$ cat src/rtl/ra_pq_p.sv
// Parametrised sorted register-array priority queue: one request is captured in IDLE, applied in SHIFT.
// Optional sticky overflow/underflow flags are enabled by defining RA_PQ_P_ERR_EN.
module ra_pq_p #(
   parameter int DEPTH    = 16,
   parameter int KW       = 8,
   parameter int VW       = 8,
   parameter int MAX_MODE = 0
) (
   input  logic                         clk,
   input  logic                         rst,
   input  logic [KW-1:0]                key_i,
   input  logic [VW-1:0]                val_i,
   input  logic                         enq,
   input  logic                         deq,
   input  logic                         replace,
   output logic [KW-1:0]                key_o,
   output logic [VW-1:0]                val_o,
   output logic                         busy,
   output logic                         full,
   output logic                         empty,
   output logic [$clog2(DEPTH+1)-1:0]   count
`ifdef RA_PQ_P_ERR_EN
   ,
   output logic                         err_ovf,
   output logic                         err_unf
`endif
);

   localparam int CW = $clog2(DEPTH+1);

   typedef enum logic {IDLE, SHIFT} state_t;
   typedef enum logic [1:0] {OP_NONE, OP_ENQ, OP_DEQ, OP_REP} op_t;

   state_t           state_q, state_d;
   op_t              op_p0, op_d;
   logic [KW-1:0]    key_p0;
   logic [VW-1:0]    val_p0;
   logic [DEPTH-1:0] gt_p0, gt_d;

   logic [KW-1:0]    ent_key [DEPTH];
   logic [VW-1:0]    ent_val [DEPTH];
   logic [DEPTH-1:0] ent_vld;
   logic [CW-1:0]    count_q;

   logic [KW-1:0]    nxt_key [DEPTH];
   logic [VW-1:0]    nxt_val [DEPTH];
   logic [DEPTH-1:0] nxt_vld;
   logic [CW-1:0]    nxt_count;

   // Strict comparison: an equal key never overtakes, which gives the FIFO tie-break.
   function automatic logic precedes(input logic [KW-1:0] a, input logic [KW-1:0] b);
      if (MAX_MODE != 0) return a > b;
      else               return a < b;
   endfunction

   assign busy  = (state_q == SHIFT);
   assign count = count_q;
   assign full  = (count_q == CW'(DEPTH));
   assign empty = (count_q == '0);
   assign key_o = ent_vld[0] ? ent_key[0] : '0;
   assign val_o = ent_vld[0] ? ent_val[0] : '0;

   // Stage p0: decode request and register the compare vector
   always_comb begin
      state_d = state_q;
      op_d    = op_p0;
      gt_d    = '0;
      case (state_q)
         IDLE: begin
            if (replace || (enq && deq)) op_d = OP_REP;
            else if (deq)                op_d = OP_DEQ;
            else if (enq)                op_d = OP_ENQ;
            else                         op_d = OP_NONE;
            if (op_d != OP_NONE) state_d = SHIFT;
            if (op_d == OP_REP) begin
               for (int i = 0; i < DEPTH-1; i++)
                  gt_d[i] = ent_vld[i+1] && precedes(key_i, ent_key[i+1]);
            end else begin
               for (int i = 0; i < DEPTH; i++)
                  gt_d[i] = ent_vld[i] && precedes(key_i, ent_key[i]);
            end
         end
         default: state_d = IDLE;
      endcase
   end

   // Stage p1: array update applied on the SHIFT edge
   always_comb begin
      int   p;
      logic hit;
      nxt_key   = ent_key;
      nxt_val   = ent_val;
      nxt_vld   = ent_vld;
      nxt_count = count_q;
      p         = 0;
      hit       = 1'b0;
      for (int i = 0; i < DEPTH; i++) begin
         if (!hit && gt_p0[i]) begin
            p   = i;
            hit = 1'b1;
         end
      end
      case (op_p0)
         OP_ENQ: begin
            if (int'(count_q) < DEPTH) begin
               if (!hit) p = int'(count_q);
               for (int i = 1; i < DEPTH; i++) begin
                  if (i > p) begin
                     nxt_key[i] = ent_key[i-1];
                     nxt_val[i] = ent_val[i-1];
                     nxt_vld[i] = ent_vld[i-1];
                  end
               end
               for (int i = 0; i < DEPTH; i++) begin
                  if (i == p) begin
                     nxt_key[i] = key_p0;
                     nxt_val[i] = val_p0;
                     nxt_vld[i] = 1'b1;
                  end
               end
               nxt_count = count_q + CW'(1);
            end
         end
         OP_DEQ: begin
            if (count_q != '0) begin
               for (int i = 0; i < DEPTH-1; i++) begin
                  nxt_key[i] = ent_key[i+1];
                  nxt_val[i] = ent_val[i+1];
                  nxt_vld[i] = ent_vld[i+1];
               end
               nxt_vld[DEPTH-1] = 1'b0;
               nxt_count        = count_q - CW'(1);
            end
         end
         OP_REP: begin
            // Entries ahead of the insert point slide down over the removed head.
            if (!hit) p = (count_q == '0) ? 0 : int'(count_q) - 1;
            for (int i = 0; i < DEPTH-1; i++) begin
               if (i < p) begin
                  nxt_key[i] = ent_key[i+1];
                  nxt_val[i] = ent_val[i+1];
                  nxt_vld[i] = ent_vld[i+1];
               end
            end
            for (int i = 0; i < DEPTH; i++) begin
               if (i == p) begin
                  nxt_key[i] = key_p0;
                  nxt_val[i] = val_p0;
                  nxt_vld[i] = 1'b1;
               end
            end
            if (count_q == '0) nxt_count = CW'(1);
         end
         default: ;
      endcase
   end

`ifdef RA_PQ_P_ERR_EN
   logic ovf_hit, unf_hit;
   assign ovf_hit = (state_q == SHIFT) && (op_p0 == OP_ENQ) && full;
   assign unf_hit = (state_q == SHIFT) && (op_p0 == OP_DEQ) && empty;
`endif

   always_ff @(posedge clk) begin
      if (!rst) begin
         state_q <= IDLE;
         op_p0   <= OP_NONE;
         ent_vld <= '0;
         count_q <= '0;
`ifdef RA_PQ_P_ERR_EN
         err_ovf <= 1'b0;
         err_unf <= 1'b0;
`endif
      end else begin
         state_q <= state_d;
         if (state_q == IDLE) op_p0 <= op_d;
         if (state_q == SHIFT) begin
            ent_vld <= nxt_vld;
            count_q <= nxt_count;
         end
`ifdef RA_PQ_P_ERR_EN
         err_ovf <= err_ovf | ovf_hit;
         err_unf <= err_unf | unf_hit;
`endif
      end
   end

   always_ff @(posedge clk) begin
      if (state_q == IDLE) begin
         key_p0 <= key_i;
         val_p0 <= val_i;
         gt_p0  <= gt_d;
      end
      if (state_q == SHIFT) begin
         ent_key <= nxt_key;
         ent_val <= nxt_val;
      end
   end

endmodule
$ cat config.mk
export PLATFORM = sky130hd
export DESIGN_NAME = ra_pq_p
export DESIGN_NICKNAME = d
export VERILOG_FILES = /design/src/rtl/ra_pq_p.sv
export SDC_FILE = /design/constraint.sdc
export NUM_CORES = 1
export LEC_CHECK = 0
export CORE_UTILIZATION = 50
export DETAILED_ROUTE_END_ITERATION = 16
export PLACE_DENSITY = 0.64
export SETUP_SLACK_MARGIN = 0.3
export SYNTH_ARGS = -nofsm -noshare
export SYNTH_HDL_FRONTEND = slang
export SYNTH_SLANG_ARGS = --single-unit
export TNS_END_PERCENT = 50
$ cat constraint.sdc
create_clock -name clk -period 5.33 [get_ports clk]
set_input_delay 1.3325 -clock clk [delete_from_list [all_inputs] [get_ports clk]]
set_output_delay 1.3325 -clock clk [all_outputs]
set_load 0.01 [all_outputs]
### Word level (Yosys, flattened, before mapping)

Index checks and enable logic that the tools add are counted.

* add/sub/neg operators: 3
* order comparisons: 47
* eq/ne operators: 70
* divide/modulo/power cells: 0
* muxes and demuxes: 308
* shift-type cells: 0
* reductions and logical operators: 89
* multipliers: 0
* bitwise operators: 1

Operator list (number)
* 8-bit two-way mux: 126
* 120-bit one-hot mux with 3 select lines: 2
* 32-bit two-way mux: 20
* 5-bit by 32-bit == test with 1-bit output (first input constant): 16
* 4-bit by 32-bit == test with 1-bit output (first input constant): 8
* 5-bit by 32-bit > comparator with 1-bit output (first input constant): 8
* 128-bit two-way mux: 2
* 120-bit two-way mux: 2
* 5-bit by 32-bit < comparator with 1-bit output (first input constant): 7
* 1-bit two-way mux: 143
* 3-bit by 32-bit == test with 1-bit output (first input constant): 4
* 4-bit by 32-bit > comparator with 1-bit output (first input constant): 4
* 4-bit by 32-bit < comparator with 1-bit output (first input constant): 4
* 8-bit < comparator: 16
* 6-bit AND reduction: 16
* 3-bit != test (second input constant): 30
* 2-bit by 32-bit == test with 1-bit output (first input constant): 2
* 3-bit by 32-bit > comparator with 1-bit output (first input constant): 2
* 32-bit logical NOT: 2
* 3-bit by 32-bit < comparator with 1-bit output (first input constant): 2
* 16-bit one-hot mux with 3 select lines: 1
* 1-bit logical AND: 47
* 2-bit by 32-bit > comparator with 1-bit output (first input constant): 1
* 1-bit by 32-bit < comparator with 1-bit output (first input constant): 1
* other kinds (24): 52

* input port bits: 21
* latch bits: 0
* register bits: 312
* output and inout bits: 24
* memory bits (writable): 0
* bits in read-only memories: 0
* memories kept: 0

### Longest topological paths before layout

* word-level depth: 54
* depth in mapped cells: 12
* mapped depth without buffers: 10

### Worst setup path before layout

No wires, ideal clock.

* path type: register -> register
* start: register gt_p0[2]
* end: register ent_key[104] (netlist bit), enable pin
* arrival: 3.706 ns
* path buffers: 2
* cell stages (with the launch flop): 9
* slack: 1.187 ns
* required time: 4.893 ns
* clock period less this slack: 4.143 ns
* library setup time: 0.437 ns
* cells stage by stage: edfxtp_1 -> or4_1 -> buf_2 -> nor2_8 -> a221o_1 -> o21a_1 -> buf_4 -> nor3_1 -> nor4_1

* longest elaborated chain between the ends: 47
* elaborated cells on any way between the ends: 67
* classes of those cells: 2 x order compare; 4 x eq/ne; 33 x mux; 28 x reduce/logical

Ends and longest elaborated chain
* start: declaration: line 38 `logic [DEPTH-1:0] gt_p0, gt_d;`
* start signal: assignment: line 192 `gt_p0 <= gt_d;`
* 1-bit logical AND (*): line 98 `if (!hit && gt_p0[i]) begin`
* 1-bit two-way mux: line 98
* 1-bit logical NOT: line 98
* 1-bit logical AND: line 98
* 1-bit two-way mux: line 98
* 1-bit logical NOT: line 98
* 1-bit logical AND: line 98
* 1-bit two-way mux: line 98
* [31 not listed]
* 1-bit logical AND: line 98
* 32-bit two-way mux / 1-bit two-way mux (equally long branches): line 98
* 32-bit two-way mux: line 106 `if (!hit) p = int'(count_q);`
* 32-bit two-way mux: line 105 `if (int'(count_q) < DEPTH) begin`
* 32-bit two-way mux: line 103 `case (op_p0)`
* 3-bit by 32-bit > comparator with 1-bit output / 3-bit by 32-bit == test with 1-bit output (equally long branches): line 108, 115
* 3-bit != test (no line)
* 6-bit AND reduction (no line) (*)
* end signal: assignment: line 195 `ent_key <= nxt_key;`
* end: declaration: line 40 `logic [KW-1:0] ent_key [DEPTH];`

Mark *: on every way between the ends. The rest lies on a longest branch, timed or not. The select of a mux whose other input is x is not followed.
A chain may end at the register's enable or synchronous reset.

==> results.toml <==
[cts]
cts_root_buffer = "clkbuf_16"
cts_tree = "done"
clock_sinks = 312
cts_resized = 0
cts_inserted_buffers = 37
htreeDepth = 2
cts_max_path_buffers = 3
clk_latency_ps = 560
cts.clk_slew.worst_paths_ps = 60
ctsHoldBuffers = 0
post_cts_buffers = 0

[die]
die-area_um2 = 42540
rows = 74
die_w_um = 206.3
die_y_um = 206.3
core_area_um2 = 41020
start_util_pct = 50.86
boundaryPins = 45

[power_and_ir_drop]
ir_drop_mv = 0.2730
cellPowerDensity_nw_per_um2 = 309.5
p_leak_nw = 9.074
power_mw = 7.070

[logic_synthesis]
synthMuxAreaShare_pct = 11.01
post-synth-top-count-cell = "edfxtp_1"
avgSynthCellArea_um2 = 10.07
yosys.area.top_type = "edfxtp_1"
yosys_most_used_dff = "edfxtp_1"
netlist_top_cells_area = "edfxtp_1, mux2i_1, ha_1, a21oi_1, a22oi_1"
yosysUniqueCellTypes = 78
ys_warn_count = 0
synth_top_family_by_area = "compound AO/OA/AOI/OAI gates"
netlist_instances = 2071
netlist_area_um2 = 20860
yosysSeqAreaShare_pct = 43.76
syn_nets = 2209
yosys.area.top_type_share_pct = 41.46
synthAdderAreaFrac_pct = 7.054
synth-edff-count = 288
synth-seq-cells = 312
synthXorXnorAreaFrac_pct = 0.08397
synthTopCellsByCount = "edfxtp_1, nor2_1, a21oi_1, mux2i_1, inv_1"
synth-simple-area-share_pct = 11.43
async_reset_ff_share_pct = 0
synth_compound_area_share_pct = 20.98

[critical_path]
worst-setup-path-type = "reg2reg"
arrival_ps = 4540
crit_slowest_cell = "nor4_1"
r2r_setup_slack_ps = 1090
critPathMaxFanout = 24
worstSetupStartpointType = "flip-flop"
cp_cell_sequence = "nor4_1, nand4_1, o211a_2, nor2_1, nand2_1, nand2_1, mux2_2"
slowest_delay_ps = 790
crit_top_cell = "nand2_1"
worstPathRequired_ps = 5630
critPathCaptureType = "flip-flop"

[grt]
grt_pass1_vias = 15420
antenna_found_initial = 0
grt_util_all_layers_pct = 26.78
grt_pass1_wl_mm = 88.29
grt-ovfl-total = 0
grt_max_degree = 157

[detailed_routing]
detail_route.wl_per_cell_um = 21.50
first_iter_violations = 1185
dr.pass1.iters = 12
routed_via_density = 6.052
wirelength_mm = 55.95
vias = 15750
ant_nets = 0
drcViolationCount = 2

[timing]
setup_violations = 0
clock_skew_ps = 20.50
slew_headroom_pct = 25.95
finalCriticalPeriod_ps = 4243
drv_slew = 0
fmaxAchievable_ghz = 0.2357
fin_tns_setup_ps = 0
worst_slew_pin_slew_ps = 1105
hold_viol = 0
period_share_pct = 79.60
rsz0062_at_grt = "no"

[final_layout]
n_antenna_cell = 0
layout.nets = 2180
drive_gt1_share_pct = 10.19
fill_cells = 3636
design_area_um2 = 22850
area_growth_pct = 9.519

[outcome]
violations = "DRC"
status = "complete, but fails checks"

[placed_design]
gp_congestion = 0.9051
place_area_um2 = 21730
port_buffers = 44
dp_hpwl_mm = 40.73

[hold_path]
hold_path_class = "reg2reg"

[flow_run]
max-cap-violations = 0
## metrics by stage
stage	util (%)	hold slack (ps)	setup WS (ps)	instances
final	55.70	492.5	1087	2603
after floorplan	-	450.4	1187	2071
after global placement	52.97	473.7	1013	2535
after detailed placement	52.97	480.5	931.3	2535
after global routing	55.70	507.7	877.4	2603
after CTS	55.70	490.7	1159	2603
## routing by layer
layer | global-route usage (%) | up-vias | part of all wire [%] | wire length, µm
met3 | 4.368 | 73 | 5.7 | 3189
met2 | 43.90 | 454 | 47 | 26130
met1 | 36.69 | 7522 | 46 | 25590
met5 | 0 | - | 0 | 0
met4 | 6.985 | 0 | 1.9 | 1040
li1 | - | 7705 | - | -
## cell families after synthesis
family / Yosys count
AOI/OAI and AO/OA: 651
xor gates and xnor gates: 2
adders and majority gates: 117
buffers and inverters: 291
DFF: 312
muxes: 222
and+or+nand+nor: 476
## worst max-delay path: cells and delay by family, from the launching register on
family	cells	cell delay (ps)
DFF	1	440
and+or+nand+nor	5	2510
muxes	1	420
AOI/OAI and AO/OA	1	590
## state kept, by name (all words and copies together) (netlist names)
| signal | cells |
|---|---|
| count | 5 |
| gt_p0 | 16 |
| ent_key | 128 |
| key_p0 | 8 |
| busy | 1 |
| val_p0 | 8 |
| op_p0 | 2 |
| ent_vld | 16 |
| ent_val | 128 |
## cell usage in the layout, fill, tap and decap left out, types with 9 or more instances in the layout
| cell | count |
|---|---|
| edfxtp_1 | 288 |
| nor2_1 | 173 |
| mux2i_1 | 163 |
| a21oi_1 | 162 |
| inv_1 | 130 |
| nand2_1 | 122 |
| o21ai_0 | 119 |
| ha_1 | 116 |
| a22oi_1 | 95 |
| a21o_1 | 68 |
| a211oi_1 | 50 |
| mux2_2 | 50 |
| a221o_1 | 49 |
| buf_4 | 47 |
| clkdlybuf4s50_1 | 44 |
| nand2b_1 | 39 |
| clkbuf_16 | 39 |
| nor2b_1 | 23 |
| dfxtp_1 | 23 |
| o21ai_1 | 22 |
| nor3_1 | 18 |
| or2_2 | 17 |
| a2111oi_0 | 15 |
| nand3_1 | 13 |
| o21a_1 | 12 |
| and2_1 | 10 |
| clkinv_1 | 10 |
| clkbuf_1 | 10 |
| or3_1 | 9 |
| or4_1 | 9 |
| mux2_1 | 9 |
## power breakdown
part	switching [mW]	internal (mW)	total [mW]
Combinational	0.932	0.592	1.52
Clock	1.04	1.36	2.40
Sequential	0.207	2.94	3.15
Total	2.17	4.90	7.07
## cell type report
class / instances / area (µm²) / share of cell area [%]
multi-input combinational: 1468 / 10620 / 46.50
sequential: 312 / 9133 / 39.97
clock buffer: 51 / 1041 / 4.557
timing repair buffer: 92 / 813.3 / 3.560
tap: 532 / 665.6 / 2.914
inverter: 131 / 491.7 / 2.152
clock inverter: 17 / 77.57 / 0.3396
## path summary, 6_finish.rpt
kind                                              start                      end  cells past startpoint
worst max-delay path                 gt_p0[6]$_DFFE_PN_     ent_val[2]$_DFFE_PP_                      7
worst min-delay path            ent_vld[9]$_SDFFE_PN0P_  ent_vld[9]$_SDFFE_PN0P_                      2
worst min register to register  ent_vld[9]$_SDFFE_PN0P_  ent_vld[9]$_SDFFE_PN0P_                      2
worst max register to register       gt_p0[6]$_DFFE_PN_     ent_val[2]$_DFFE_PP_                      7
Power figures use the tool's default switching activity.
